[src/rtl/seg_pkg.sv]
`default_nettype none
// ============================================================================
// Module   : seg_pkg
// Purpose  : Shared constants for the seven-segment scan driver: SEG bus
//            width, maximum supported digit count and the hex-to-a..g
//            segment code table.
// Ports    : none (package)
// Revision : 1.0 - initial release
// ============================================================================
package seg_pkg;

  localparam int SEG_W      = 8;
  localparam int MAX_DIGITS = 8;

  // Bit 6 = segment a ... bit 0 = segment g.
  localparam logic [6:0] SEG_CODES [16] = '{
    7'h7E, 7'h30, 7'h6D, 7'h79,   // 0 1 2 3
    7'h33, 7'h5B, 7'h5F, 7'h70,   // 4 5 6 7
    7'h7F, 7'h7B, 7'h77, 7'h1F,   // 8 9 A b
    7'h4E, 7'h3D, 7'h4F, 7'h47    // C d E F
  };

  function automatic logic [6:0] seg_lookup(input logic [3:0] sym);
    return SEG_CODES[sym];
  endfunction

endpackage
`default_nettype wire

[src/rtl/seg_decode.sv]
`default_nettype none
// ============================================================================
// Module   : seg_decode
// Purpose  : Combinational hex symbol to a..g segment decoder.
// Ports    : i_sym      [3:0] hex symbol
//            o_abcdefg  [6:0] segments, bit 6 = a ... bit 0 = g
// Revision : 1.0 - initial release
// ============================================================================
module seg_decode
  import seg_pkg::*;
(
  input  logic [3:0] i_sym,
  output logic [6:0] o_abcdefg
);

  always_comb begin
    o_abcdefg = seg_lookup(i_sym);
  end

endmodule
`default_nettype wire

[src/rtl/seg_scan_driver.sv]
`default_nettype none
// ============================================================================
// Module   : seg_scan_driver
// Purpose  : Time-multiplexed seven-segment display driver. A prescaler
//            sets the dwell time per digit; display data is double
//            buffered so a frame never mixes old and new contents.
// Ports    : clk, rst          clock, synchronous active-high reset
//            en                scan enable (0 = display dark, scan frozen)
//            load              capture symbols/dps/blank
//            symbols [4N-1:0]  hex code per digit, digit i at [4i+3:4i]
//            dps     [N-1:0]   decimal point per digit
//            blank   [N-1:0]   1 = digit fully dark
//            SEG     [7:0]     [7:1] = a..g, [0] = dp (registered)
//            COM     [N-1:0]   one-hot digit select (registered)
//            busy              pending data not yet displayed
//            frame_done        one-cycle pulse as digit 0 of a new frame shows
// Revision : 1.0 - initial release
// ============================================================================
module seg_scan_driver
  import seg_pkg::*;
#(
  parameter int NUM_DIGITS = 4,
  parameter int SCAN_DIV   = 1000,
  parameter bit SEG_INV    = 1'b0,
  parameter bit COM_INV    = 1'b0
)(
  input  logic                    clk,
  input  logic                    rst,
  input  logic                    en,
  input  logic                    load,
  input  logic [4*NUM_DIGITS-1:0] symbols,
  input  logic [NUM_DIGITS-1:0]   dps,
  input  logic [NUM_DIGITS-1:0]   blank,
  output logic [SEG_W-1:0]        SEG,
  output logic [NUM_DIGITS-1:0]   COM,
  output logic                    busy,
  output logic                    frame_done
);

  localparam int c_idx_w = (NUM_DIGITS > 1) ? $clog2(NUM_DIGITS) : 1;
  localparam int c_pre_w = (SCAN_DIV > 1) ? $clog2(SCAN_DIV) : 1;
  localparam logic [c_idx_w-1:0]    c_idx_last = c_idx_w'(NUM_DIGITS - 1);
  localparam logic [c_pre_w-1:0]    c_pre_last = c_pre_w'(SCAN_DIV - 1);
  localparam logic [SEG_W-1:0]      c_seg_off  = {SEG_W{SEG_INV}};
  localparam logic [NUM_DIGITS-1:0] c_com_off  = {NUM_DIGITS{COM_INV}};

  if (NUM_DIGITS < 1 || NUM_DIGITS > MAX_DIGITS || SCAN_DIV < 1) begin : g_bad_params
    $error("seg_scan_driver: NUM_DIGITS must be 1..%0d and SCAN_DIV >= 1", MAX_DIGITS);
  end

  logic [c_pre_w-1:0]      presc_q, presc_d;
  logic [c_idx_w-1:0]      idx_q, idx_d;
  logic [4*NUM_DIGITS-1:0] pend_sym_q, pend_sym_d, act_sym_q, act_sym_d;
  logic [NUM_DIGITS-1:0]   pend_dps_q, pend_dps_d, act_dps_q, act_dps_d;
  logic [NUM_DIGITS-1:0]   pend_blank_q, pend_blank_d, act_blank_q, act_blank_d;
  logic                    busy_q, busy_d;
  logic                    wrap_q, wrap_d;
  logic [SEG_W-1:0]        seg_q, seg_d;
  logic [NUM_DIGITS-1:0]   com_q, com_d;
  logic                    fdone_q, fdone_d;

  logic                    w_tick;
  logic                    w_frame_bnd;
  logic [3:0]              w_cur_sym;
  logic                    w_cur_dp;
  logic                    w_cur_blank;
  logic [6:0]              w_cur_abcdefg;

  // Select the active data of the digit currently being scanned.
  always_comb begin
    w_cur_sym   = '0;
    w_cur_dp    = 1'b0;
    w_cur_blank = 1'b1;
    for (int i = 0; i < NUM_DIGITS; i++) begin
      if (idx_q == c_idx_w'(i)) begin
        w_cur_sym   = act_sym_q[4*i +: 4];
        w_cur_dp    = act_dps_q[i];
        w_cur_blank = act_blank_q[i];
      end
    end
  end

  seg_decode u_decode (
    .i_sym     (w_cur_sym),
    .o_abcdefg (w_cur_abcdefg)
  );

  always_comb begin
    presc_d      = presc_q;
    idx_d        = idx_q;
    pend_sym_d   = pend_sym_q;
    pend_dps_d   = pend_dps_q;
    pend_blank_d = pend_blank_q;
    act_sym_d    = act_sym_q;
    act_dps_d    = act_dps_q;
    act_blank_d  = act_blank_q;
    busy_d       = busy_q;
    seg_d        = c_seg_off;
    com_d        = c_com_off;
    fdone_d      = 1'b0;

    w_tick      = en && (presc_q == c_pre_last);
    w_frame_bnd = w_tick && (idx_q == c_idx_last);
    wrap_d      = w_frame_bnd;

    // Scan timing: prescaler and digit index freeze while disabled.
    if (en) begin
      if (w_tick) begin
        presc_d = '0;
        idx_d   = (idx_q == c_idx_last) ? '0 : idx_q + 1'b1;
      end else begin
        presc_d = presc_q + 1'b1;
      end
    end

    // Double buffering. A load landing on the frame boundary bypasses the
    // pending stage; otherwise pending is promoted at the boundary (or at
    // once when the scan is stopped, since no frame is in flight).
    if (load && w_frame_bnd) begin
      act_sym_d   = symbols;
      act_dps_d   = dps;
      act_blank_d = blank;
      busy_d      = 1'b0;
    end else begin
      if (busy_q && (w_frame_bnd || !en)) begin
        act_sym_d   = pend_sym_q;
        act_dps_d   = pend_dps_q;
        act_blank_d = pend_blank_q;
        busy_d      = 1'b0;
      end
      if (load) begin
        pend_sym_d   = symbols;
        pend_dps_d   = dps;
        pend_blank_d = blank;
        busy_d       = 1'b1;
      end
    end

    // Outputs are registered one clock behind index/data; frame_done uses
    // the delayed boundary flag so it lines up with COM showing digit 0.
    if (en) begin
      com_d   = (NUM_DIGITS'(1) << idx_q) ^ c_com_off;
      seg_d   = (w_cur_blank ? '0 : {w_cur_abcdefg, w_cur_dp}) ^ c_seg_off;
      fdone_d = wrap_q;
    end
  end

  always_ff @(posedge clk) begin
    if (rst) begin
      presc_q      <= '0;
      idx_q        <= '0;
      pend_sym_q   <= '0;
      pend_dps_q   <= '0;
      pend_blank_q <= '0;
      act_sym_q    <= '0;
      act_dps_q    <= '0;
      act_blank_q  <= '1;
      busy_q       <= 1'b0;
      wrap_q       <= 1'b0;
      seg_q        <= c_seg_off;
      com_q        <= c_com_off;
      fdone_q      <= 1'b0;
    end else begin
      presc_q      <= presc_d;
      idx_q        <= idx_d;
      pend_sym_q   <= pend_sym_d;
      pend_dps_q   <= pend_dps_d;
      pend_blank_q <= pend_blank_d;
      act_sym_q    <= act_sym_d;
      act_dps_q    <= act_dps_d;
      act_blank_q  <= act_blank_d;
      busy_q       <= busy_d;
      wrap_q       <= wrap_d;
      seg_q        <= seg_d;
      com_q        <= com_d;
      fdone_q      <= fdone_d;
    end
  end

  assign SEG        = seg_q;
  assign COM        = com_q;
  assign busy       = busy_q;
  assign frame_done = fdone_q;

endmodule
`default_nettype wire

[config.mk]
export PLATFORM = sky130hd
export DESIGN_NAME = seg_scan_driver
export DESIGN_NICKNAME = d
export VERILOG_FILES = /design/src/rtl/seg_pkg.sv /design/src/rtl/seg_decode.sv /design/src/rtl/seg_scan_driver.sv
export SDC_FILE = /design/constraint.sdc
export NUM_CORES = 1
export LEC_CHECK = 0
export ABC_AREA = 1
export BUFFER_PORTS_ARGS = -buffer_cell sky130_fd_sc_hd__buf_2
export CORE_MARGIN = 2
export CORE_UTILIZATION = 45
export DETAILED_ROUTE_END_ITERATION = 16
export PLACE_DENSITY = 0.73
export SYNTH_ARGS = -nofsm -noshare
export SYNTH_HDL_FRONTEND = slang
export SYNTH_HIERARCHICAL = 1
export SYNTH_SLANG_ARGS = --single-unit
export TNS_END_PERCENT = 100
[constraint.sdc]
create_clock -name clk -period 3.15 [get_ports clk]
set_clock_uncertainty 0.15 [all_clocks]
set_input_delay 0.1575 -clock clk [delete_from_list [all_inputs] [get_ports clk]]
set_output_delay 0.1575 -clock clk [all_outputs]
set_load 0.02 [all_outputs]
== Yosys cells after proc, flatten, opt, wreduce, memory -nomap -nowiden ==
Memories as Yosys holds them, arrays and structs flattened. A register that Yosys moved wholly into a read port is not among the register bits.
Cells that the tools add are included.

* RAM bits: 0
* Memory bits (read-only): 112
* Flip-flop bits (word level): 75
* Memories: 1
* Latch bits: 0

{| class="wikitable"
|+ Memory list
! name !! depth !! width !! read ports !! clocked after Yosys merged registers in !! write ports !! RTL line !! text
|-
| (name not given) || 16 || 7 || 1 || 1 || 0 || seg_pkg.sv:24 || <nowiki>return SEG_CODES[sym];</nowiki>
|}

* $mul: 0
* Bitwise gates (word level): 3
* Add/sub/neg operators: 2
* Shifts and indexed selects: 1
* Reductions and logical operators: 14
* Order comparisons: 1
* Multiplexer cells: 24
* Equality and inequality tests: 4
* Divide/modulo/power cells: 0

{| class="wikitable"
|+ Operators with widths
! operator !! count
|-
| $mux 16 || 2
|-
| $mux 4 || 8
|-
| $mux 7 || 2
|-
| $add 10x1->10 const B || 1
|-
| $eq 10x10->1 const B || 1
|-
| $mux 1 || 10
|-
| $mux 10 || 1
|-
| $ge 5x5->1 const B || 1
|-
| $not 4->5 || 1
|-
| $eq 2x2->1 const B || 2
|-
| $logic_and 1x1->1 || 4
|-
| $reduce_and 2->1 || 2
|-
| $reduce_bool 2->1 || 2
|-
| $reduce_or 2->1 || 2
|-
| $shl 1x2->4 const A || 1
|-
| $reduce_or 3->1 || 1
|-
| $add 2x1->2 const B || 1
|-
| $eq 2x1->1 const B || 1
|-
| $logic_not 2->1 || 1
|-
| $mux 2 || 1
|-
| $not 1->1 || 2
|-
| $logic_not 1->1 || 1
|-
| $logic_or 1x1->1 || 1
|}

== Logic depth before layout (Yosys ltp) ==
Gate-level depths: netlist of the first run.

* Depth after elaboration: 9
* Mapped depth: 15
* Depth with buffers taken out: 15

== Modules after synthesis ==
The synthesis of the first run kept the hierarchy.

{| class="wikitable"
|+ By module, submodules not included
! module !! cells each !! times used !! seq. area each (um^2) !! area an instance (um^2)
|-
| seg_scan_driver || 486 || 1 || 1501.4 || 3370.7
|-
| seg_decode || 54 || 1 || 0.0 || 285.3
|}

== Worst setup path after synthesis of the first run ==
Ideal clock, no wire load.

* Kind: register to register
* Start: register idx_q[0]
* End: register seg_q[4] (netlist: SEG[4])
* Period minus slack after synthesis: 2.307 ns
* Buffers on the path: 1
* Slack: 0.843 ns
* Data arrival time: 2.037 ns
* Cell stages (with the launch flop): 13
* Library setup time: 0.120 ns
* Data required time: 2.880 ns
* Cells stage by stage: dfxtp_1 -> ha_1 -> buf_1 -> a21oi_1 -> a22oi_1 -> inv_1 -> ha_1 -> nand2_2 -> o21ai_1 -> nand2_1 -> nand2_1 -> inv_1 -> nor2_1

* Cells in the longest elaborated chain, start to end: 6
* Elaborated cells between the ends (all ways): 14
* Those cells by class: eq/ne (3); mux (8); bitwise (1); reduce/logical (2)

{| class="wikitable"
|+ RTL lines
! what !! RTL line !! text
|-
| start, declared || seg_scan_driver.sv:52 || <nowiki>logic [c_idx_w-1:0] idx_q, idx_d;</nowiki>
|-
| start signal, assigned || seg_scan_driver.sv:165 || <nowiki>idx_q <= idx_d;</nowiki>
|-
| $logic_not 2->1 || seg_scan_driver.sv:75 || <nowiki>if (idx_q == c_idx_w'(i)) begin</nowiki>
|-
| $mux 4 (3 in series) || seg_scan_driver.sv:75 ||
|-
| $mux 4 * || seg_scan_driver.sv:75 ||
|-
| named net w_cur_sym[0] || seg_scan_driver.sv:64 || <nowiki>logic [3:0] w_cur_sym;</nowiki>
|-
| $not 4->5 (implied by the code) * || seg_pkg.sv:24 ||
|-
| end, declared || seg_scan_driver.sv:58 || <nowiki>logic [SEG_W-1:0] seg_q, seg_d;</nowiki>
|}

Mark *: on every way through the listed nets, which the timed path passes. The rest lies on a longest branch.
A chain may end at the register's enable or synchronous reset.

== Worst setup path after layout of the first run ==
* Start: register idx_q[1]
* End: register seg_q[4] (netlist: SEG[4])

Same word-level chain as after synthesis.

==> flow_metrics.tcl, run 1 <==
set metrics [dict create \
    required_ps 3230 \
    dpl.hpwl_mm 5.11 \
    clock_tree.root_cell "clkbuf_8" \
    ys_ff_latch 75 \
    avgViaCountPerCell 4.73 \
    drtIter0Drc 135 \
    min_path_type "in -> reg" \
    arrival_ps 2710 \
    max_freq_ghz 0.381 \
    antenna_found_initial 0 \
    cts_tree "built" \
    insertedDiodeCount 0 \
    dr.pass1.iters 4 \
    globalRouteTotalUtil_pct 19.2 \
    clk_path_buf_depth 2 \
    die_h_um 94.1 \
    cap_violations 0 \
    synth_top_area_share_pct 41.1 \
    ctsResizeCount 0 \
    slew_violations 0 \
    fillerInstances 791 \
    die_area_mm2 0.00886 \
    core_mm2 0.00781 \
    seq_area_mm2 0.00150 \
    totalWireLength_mm 7.65 \
    finalSetupTns_ps 0 \
    slew_headroom_pct 42.8 \
    synth-seq-area-share_pct 41.1 \
    yosysMostFrequentCell "nand2_1" \
    multi_input_area_mm2 0.00182 \
    fp-row-count 32 \
    power_density_mw_per_mm2 464 \
    crit_type "reg -> reg" \
    grt_first_pass_wirelength_mm 13.6 \
    clk_pin_slew_ps 80 \
    finalSetupViolations 0 \
    post-cts-setup-buffer-count 0 \
    synth_edf_count 0 \
    clk_latency_ps 350 \
    die_w_um 94.1 \
    overflow 0 \
    start_util_pct 46.8 \
    drc_errors 0 \
    vias 3342 \
    synth_area_mm2 0.00366 \
    grt_max_degree 50 \
    gp_congestion 0.842 \
    cp-end-kind "register" \
    syn-num-nets 580 \
    drtAntennaViolNets 0 \
    syn_inst 540 \
    ys.flop_type "dfxtp_1" \
    yosys_warnings 6 \
    numCtsBuffers 9 \
    clkSinkCount 75 \
    grt_pass1_vias 3051 \
    finalPower_w 0.00202 \
    hold_viol_final 0 \
    cp-startpoint "idx_q[1]" \
    critPathMaxFanout 10 \
    wl_per_cell_um 10.8 \
    layout-drive-gt1-share_pct 11.7 \
    post-route-min-period_ps 2630 \
    nets 640 \
    area_growth_syn_to_layout_pct 19.3 \
    post-synth-top-area-cell "dfxtp_1" \
    postCtsHoldBufs 27 \
    yosysUniqueCellTypes 30 \
    tightest_slew_ps 858 \
    synth_common_cells "146 x nand2_1, 111 x nor2_1, 75 x dfxtp_1" \
    finalCritPeriodShare_pct 83.4 \
    power_leakage_nw 2.14 \
    hp-start "load" \
    num_io_pins 42 \
    h-tree-depth 3 \
    async_flop_share_pct 0 \
    status "finished clean" \
    ir_worst_vdd_mv 0.263 \
    finish.utilization_pct 55.9 \
    grt_setup_unrepaired "no" \
    cp-start-kind "register" \
    syn_area_per_cell_um2 6.77 \
    reg2reg_from "idx_q[1]" \
    synth_area_leaders "dfxtp_1 41%, nand2_1 15%, nor2_1 11%" \
    port_buffers 41 \
]
[stage by stage]
stage / cell area [um2] / instances / hold slack, ps / setup WS, ps
detailed placement: 3890 / 664 / 260 / 578
finish: 4360 / 707 / 216 / 523
global placement: 3890 / 664 / 253 / 705
global route: 4360 / 707 / 247 / 242
CTS: 4360 / 707 / 206 / 533
floorplan: 3660 / 540 / 76.6 / 843
[worst max-delay path, stage by stage, from the launching register on]
cell and delay [ps]:
dfxtp_1 430, inv_1 140, ha_1 230, inv_1 190
o211ai_1 120, a22oi_1 380, inv_1 180, ha_1 340
nand2_2 60, o21ai_1 70, nand2_1 90, nand2_1 50
inv_1 40, nor2_1 30
[layer usage]
metal  share of wire [%]  global-route usage (%)
met1                  49                    25.0
met2                  45                    31.5
met3                 4.2                    3.93
met4                 1.2                    6.88
met5                   0                       0
[layout by cell type (no fill, tap or decap), types with 12 or more instances in the layout]
cell | synthesis | layout
nand3_1 | 39 | 39
nor2_1 | 111 | 111
buf_2 | 6 | 41
dlygate4sd3_1 | 0 | 27
ha_1 | 12 | 12
nand2_1 | 146 | 146
o21ai_0 | 35 | 35
dfxtp_1 | 75 | 75
inv_1 | 48 | 48
[cell families (layout without fill, tap and decap cells)]
kind of cell	after synthesis	in the layout	synth area share, %
buf+inv	77	142	9.24
xor+xnor	4	4	0.958
compound gates	60	60	9.00
fa+ha+maj	12	12	4.11
simple gates	312	312	35.6
flops	75	75	41.1
[registers in the layout (all words and copies together) (netlist names)]
signal / cells
act_sym_q: 16
pend_sym_q: 16
presc_q: 10
SEG: 8
COM: 4
act_blank_q: 4
act_dps_q: 4
pend_blank_q: 4
pend_dps_q: 4
idx_q: 2
busy: 1
frame_done: 1
wrap_q: 1
[power breakdown]
part | switching, W | leakage (nW) | internal (W)
combinational | 0.000136 | 1.43 | 0.000104
sequential | 0.0000214 | 0.615 | 0.000993
clock | 0.000358 | 0.0998 | 0.000412
total | 0.000515 | 2.14 | 0.00151
[layout make-up]
| cell class | count | area share, % |
|---|---|---|
| Clock buffer | 13 | 3.64 |
| Clock inverter | 3 | 1.06 |
| Inverter | 54 | 4.70 |
| Multi-Input combinational cell | 388 | 41.7 |
| Sequential cell | 75 | 34.4 |
| Tap cell | 102 | 2.93 |
| Timing Repair Buffer | 72 | 11.6 |
[final timing paths]
path / to / slack [ps] / cells past startpoint
worst max-delay path: SEG[4] / 520 / 13
worst min-delay path: pend_blank_q[3] / 220 / 4
worst max register to register: SEG[4] / 520 / 13
worst min register to register: frame_done / 270 / 2
No activity file was read; power rests on OpenSTA's default activity.
==> run 2: changes to the inputs <==
==> constraint.sdc (replaced) <==
create_clock -name clk -period 2.6 [get_ports clk]
set_clock_uncertainty 0.15 [all_clocks]
set_input_delay 0.13 -clock clk [delete_from_list [all_inputs] [get_ports clk]]
set_output_delay 0.13 -clock clk [all_outputs]
set_load 0.02 [all_outputs]
==> run 2 against run 1 <==
- clock power is 27% higher
- power up 24%
- final cell count unchanged
- count of clock-buffer cells in the layout down 3
- worst setup slack lost 270 ps
- design area is 0.60% higher
- largest cell class unchanged
- combinational power up 23%
- core utilization up 0.34 points
- non-clock buffer count is 1 higher
- flip-flop and latch count did not move
- global-route usage is 0.77 points higher
- register-to-register slack lost 270 ps
==> flow_metrics.tcl, run 2 (synthesis results as in run 1) <==
set metrics [dict create \
    status "finished clean" \
    min_path_type "in -> reg" \
    grt_setup_unrepaired "no" \
    port_buffers 41 \
    clk_latency_ps 350 \
    h-tree-depth 3 \
    die_area_mm2 0.00886 \
    cp-end-kind "register" \
    die_w_um 94.1 \
    finalSetupViolations 0 \
    antenna_found_initial 0 \
    clock_tree.root_cell "clkbuf_8" \
    tightest_slew_ps 692 \
    power_density_mw_per_mm2 571 \
    drtIter0Drc 130 \
    slew_headroom_pct 53.8 \
    insertedDiodeCount 0 \
    nets 641 \
    placed_area_mm2 0.00390 \
    clkSinkCount 75 \
    post-route-min-period_ps 2350 \
    numCtsBuffers 9 \
    num_io_pins 42 \
    fillerInstances 759 \
    area_growth_syn_to_layout_pct 20.0 \
    arrival_ps 2430 \
    grt_pass1_vias 3176 \
    cap_violations 0 \
    post-cts-setup-buffer-count 0 \
    vias 3415 \
    drc_errors 0 \
    dpl.hpwl_mm 5.24 \
    finalCritPeriodShare_pct 90.2 \
    fp-row-count 32 \
    mostFrequentLayoutCell "nand2_1" \
    wl_per_cell_um 11.5 \
    finalSetupTns_ps 0 \
    critPathMaxFanout 20 \
    cp-start-kind "register" \
    layout-drive-gt1-share_pct 13.2 \
    slew_violations 0 \
    core_mm2 0.00781 \
    drtAntennaViolNets 0 \
    crit_type "reg -> reg" \
    power_leakage_nw 2.16 \
    top_regs "act_sym_q x16, pend_sym_q x16, presc_q x10" \
    grt_max_degree 52 \
    cts_tree "built" \
    fin_area_mm2 0.00439 \
    clk_pin_slew_ps 70 \
    ir_worst_vdd_mv 0.286 \
    avgViaCountPerCell 4.83 \
    required_ps 2690 \
    globalRouteTotalUtil_pct 20.0 \
    hold_viol_final 0 \
    totalWireLength_mm 8.11 \
    max_freq_ghz 0.426 \
    die_h_um 94.1 \
    overflow 0 \
    grt_first_pass_wirelength_mm 14.3 \
    gp_congestion 0.894 \
    dr.pass1.iters 4 \
    clk_path_buf_depth 2 \
    final_cell_mix "146 x nand2_1, 111 x nor2_1, 74 x dfxtp_1" \
    start_util_pct 46.8 \
]
[run 2: path summary, 6_finish.rpt]
path / start / end / slack [ps] / cells after the start
max reg2reg: idx_q[1] / act_dps_q[3] / 250 / 7
min reg2reg: wrap_q / frame_done / 280 / 2
min: load / pend_blank_q[3] / 240 / 5
max: idx_q[1] / act_dps_q[3] / 250 / 7
[run 2: through the flow]
stage / power, W / hold WS [ps] / instances / utilization [%] / worst slack (ps)
2_1_floorplan: 0.00145 / 49.1 / 540 / - / 293
3_3_place_gp: 0.00151 / 235 / 666 / 50.0 / 232
3_5_place_dp: 0.00152 / 248 / 666 / 50.0 / 84.6
4_1_cts: 0.00252 / 230 / 707 / 56.1 / 50.7
5_1_grt: 0.00263 / 283 / 707 / 56.2 / 8.44
6_report: 0.00251 / 235 / 707 / 56.2 / 255
[run 2: what timing repair did]
action | CTS | global route
hold buffers | 26 | 0
endpoints found under the hold margin | 53 | 0
endpoints found under the setup margin | 0 | 7
resized for setup | 0 | 8
[run 2: power by group]
part           leakage [nW]  internal, W  total [W]  switching, W
Sequential            0.616      0.00120    0.00123     0.0000267
Clock                 0.108     0.000558   0.000981      0.000423
Combinational          1.43     0.000127   0.000296      0.000169
Total                  2.16      0.00189    0.00251      0.000619
[run 2: final cells by class]
type / instances / area [um2] / share of cell area [%]
Clock inverter: 5 / 77.6 / 1.77
Multi-Input combinational cell: 388 / 1830 / 41.6
Clock buffer: 10 / 138 / 3.14
Tap cell: 102 / 128 / 2.91
Inverter: 54 / 205 / 4.68
Sequential cell: 75 / 1500 / 34.2
Timing Repair Buffer: 73 / 510 / 11.6
[run 2: routing by layer]
metal / track usage (%) / vias to the layer above / share of wire [%]
met5: 0 / - / 0
met4: 7.49 / 0 / 0.91
met3: 4.17 / 6 / 4.2
met2: 33.3 / 76 / 49
met1: 25.3 / 1529 / 46
li1: - / 1804 / -
[run 2: critical path, cell delays in order, from the launching register on]
cell and delay [ps]:
dfxtp_1 410, ha_1 400, buf_4 220, nand4_4 150, nand2_2 120, nand2_1 410, nor2_1 310, nor2_1 60
==> run 3: changes to the inputs <==
--- a/config.mk
+++ b/config.mk
@@ -11,6 +11,7 @@
 export CORE_UTILIZATION = 45
 export DETAILED_ROUTE_END_ITERATION = 16
 export PLACE_DENSITY = 0.73
+export SETUP_SLACK_MARGIN = 0.4
 export SYNTH_ARGS = -nofsm -noshare
 export SYNTH_HDL_FRONTEND = slang
 export SYNTH_HIERARCHICAL = 1
==> run 3 against run 2 <==
- flip-flop and latch count is the same
- worst hold slack improved by 3.2 ps
- non-clock buffer count up 3
- critical path type unchanged
- combinational power is 2% higher
- sequential share of layout area shrank 0.97 points
- register-to-register slack better by 260 ps
- power is 4.6% higher
- count of clock-buffer cells in the layout rose by 1
==> flow_metrics.tcl, run 3 (synthesis results as in run 1) <==
set metrics [dict create \
    clk_pin_slew_ps 80 \
    port_buffers 41 \
    holdWs_ps 238 \
    fillerInstances 722 \
    slew_violations 0 \
    critPathMaxFanout 5 \
    clkSinkCount 75 \
    top_regs "act_sym_q x16, pend_sym_q x16, presc_q x10" \
    clk_path_buf_depth 2 \
    antenna_found_initial 0 \
    core_mm2 0.00781 \
    final_cells 712 \
    rrSetupSlack_ps 520 \
    status "finished clean" \
    totalWireLength_mm 8.22 \
    cap_violations 0 \
    dr.pass1.iters 4 \
    numCtsBuffers 9 \
    arrival_ps 2170 \
    grt_max_degree 50 \
    grt_pass1_vias 3158 \
    die_h_um 94.1 \
    drtAntennaViolNets 0 \
    crit_type "reg -> reg" \
    gp_congestion 0.873 \
    placed_cells 664 \
    worstPathCellList "buf_4, ha_4, inv_2, o21ai_2, o211ai_1, a22oi_2, inv_2, ha_1, nand2_2, o21ai_1, nand2_1, nand2_1, inv_1, nor2_1" \
    finalSetupTns_ps 0 \
    drtIter0Drc 170 \
    cts_tree "built" \
    hold_viol_final 0 \
    fp-row-count 32 \
    avgViaCountPerCell 4.77 \
    drc_errors 0 \
    dpl.hpwl_mm 5.11 \
    h-tree-depth 3 \
    tightest_slew_ps 496 \
    globalRouteTotalUtil_pct 20.0 \
    area_growth_syn_to_layout_pct 23.8 \
    finalPower_w 0.00262 \
    finalSetupViolations 0 \
    wl_per_cell_um 11.5 \
    num_io_pins 42 \
    vias 3395 \
    die_area_mm2 0.00886 \
    power_leakage_nw 2.20 \
    nets 646 \
    mostFrequentLayoutCell "nand2_1" \
    clk_latency_ps 350 \
    finish.utilization_pct 58.0 \
    layout-drive-gt1-share_pct 16.4 \
    post-route-min-period_ps 2080 \
    grt_setup_unrepaired "yes" \
    die_w_um 94.1 \
    critical_path.top_delay_family "adder cells" \
    grt_first_pass_wirelength_mm 14.3 \
    crit_slowest_cell "dfxtp_4" \
    required_ps 2680 \
    clock_tree.root_cell "clkbuf_8" \
    min_path_type "in -> reg" \
    cp-start-kind "register" \
    start_util_pct 46.8 \
    cp-end-kind "register" \
    power_density_mw_per_mm2 579 \
    slew_headroom_pct 67.0 \
    max_stage_delay_ps 390 \
    insertedDiodeCount 0 \
    finalCritPeriodShare_pct 80.1 \
    critPathBufInv 4 \
    ir_worst_vdd_mv 0.317 \
    final_cell_mix "144 x nand2_1, 111 x nor2_1, 73 x dfxtp_1" \
    max_freq_ghz 0.480 \
    overflow 0 \
]
-- run 3: changes by cell type in the layout (fill, tap and decap cells not counted), sizes merged --
cell    previous run  this run
clkinv             4         2
nor2             113       114
bufinv             2         3
buf               47        50
inv               52        53
clkbuf            10        11
-- run 3: layout make-up --
class / instances / area, um2 / share of cell area (%)
multi-input combinational: 389 / 1900 / 42.0
sequential: 75 / 1510 / 33.3
clock inverter: 4 / 98.8 / 2.18
timing repair inverter: 1 / 5.00 / 0.111
clock buffer: 11 / 141 / 3.12
inverter: 54 / 213 / 4.70
tap: 102 / 128 / 2.82
timing repair buffer: 76 / 533 / 11.8
-- run 3: power breakdown --
group          switching (W)  internal [W]
Combinational       0.000170      0.000131
Clock               0.000431      0.000661
Sequential         0.0000269       0.00120
Total               0.000628       0.00199
-- run 3: repair_timing --
| action | 4_1_cts | 5_1_grt |
|---|---|---|
| pin swaps | 3 | 4 |
| gates resized for setup | 11 | 21 |
| setup endpoints to repair | 27 | 31 |
| buffers inserted | 2 | 3 |
| gates cloned | 1 | 1 |
| endpoints found under the hold margin | 53 | 0 |
| hold buffers | 26 | 0 |
-- run 3: tightest hold or removal path: stages --
cell and delay, ps:
buf_2 130, nand2_2 80, inv_2 170, nor2_1 130, nor2_1 50
-- run 3: path summary, 6_finish.rpt --
kind / start / end / depth (start not counted)
worst max register to register: idx_q[0] / SEG[4] / 14
worst max-delay path: idx_q[0] / SEG[4] / 14
worst min register to register: wrap_q / frame_done / 2
worst min-delay path: load / pend_blank_q[3] / 5
-- run 3: metrics by stage --
stage | instance area (um2) | setup WS [ps]
floorplan | 3670 | 454
global placement | 3900 | 236
detailed placement | 3900 | 134
CTS | 4440 | 344
global route | 4530 | 325
finish | 4530 | 516
-- run 3: routing by layer --
| metal | GRT usage (%) | vias to the layer above | share of wire, % |
|---|---|---|---|
| met5 | 0 | - | 0 |
| met1 | 27.0 | 1515 | 49 |
| met4 | 7.25 | 0 | 1.2 |
| met2 | 32.0 | 53 | 47 |
| met3 | 3.45 | 11 | 3.5 |
| li1 | - | 1816 | - |
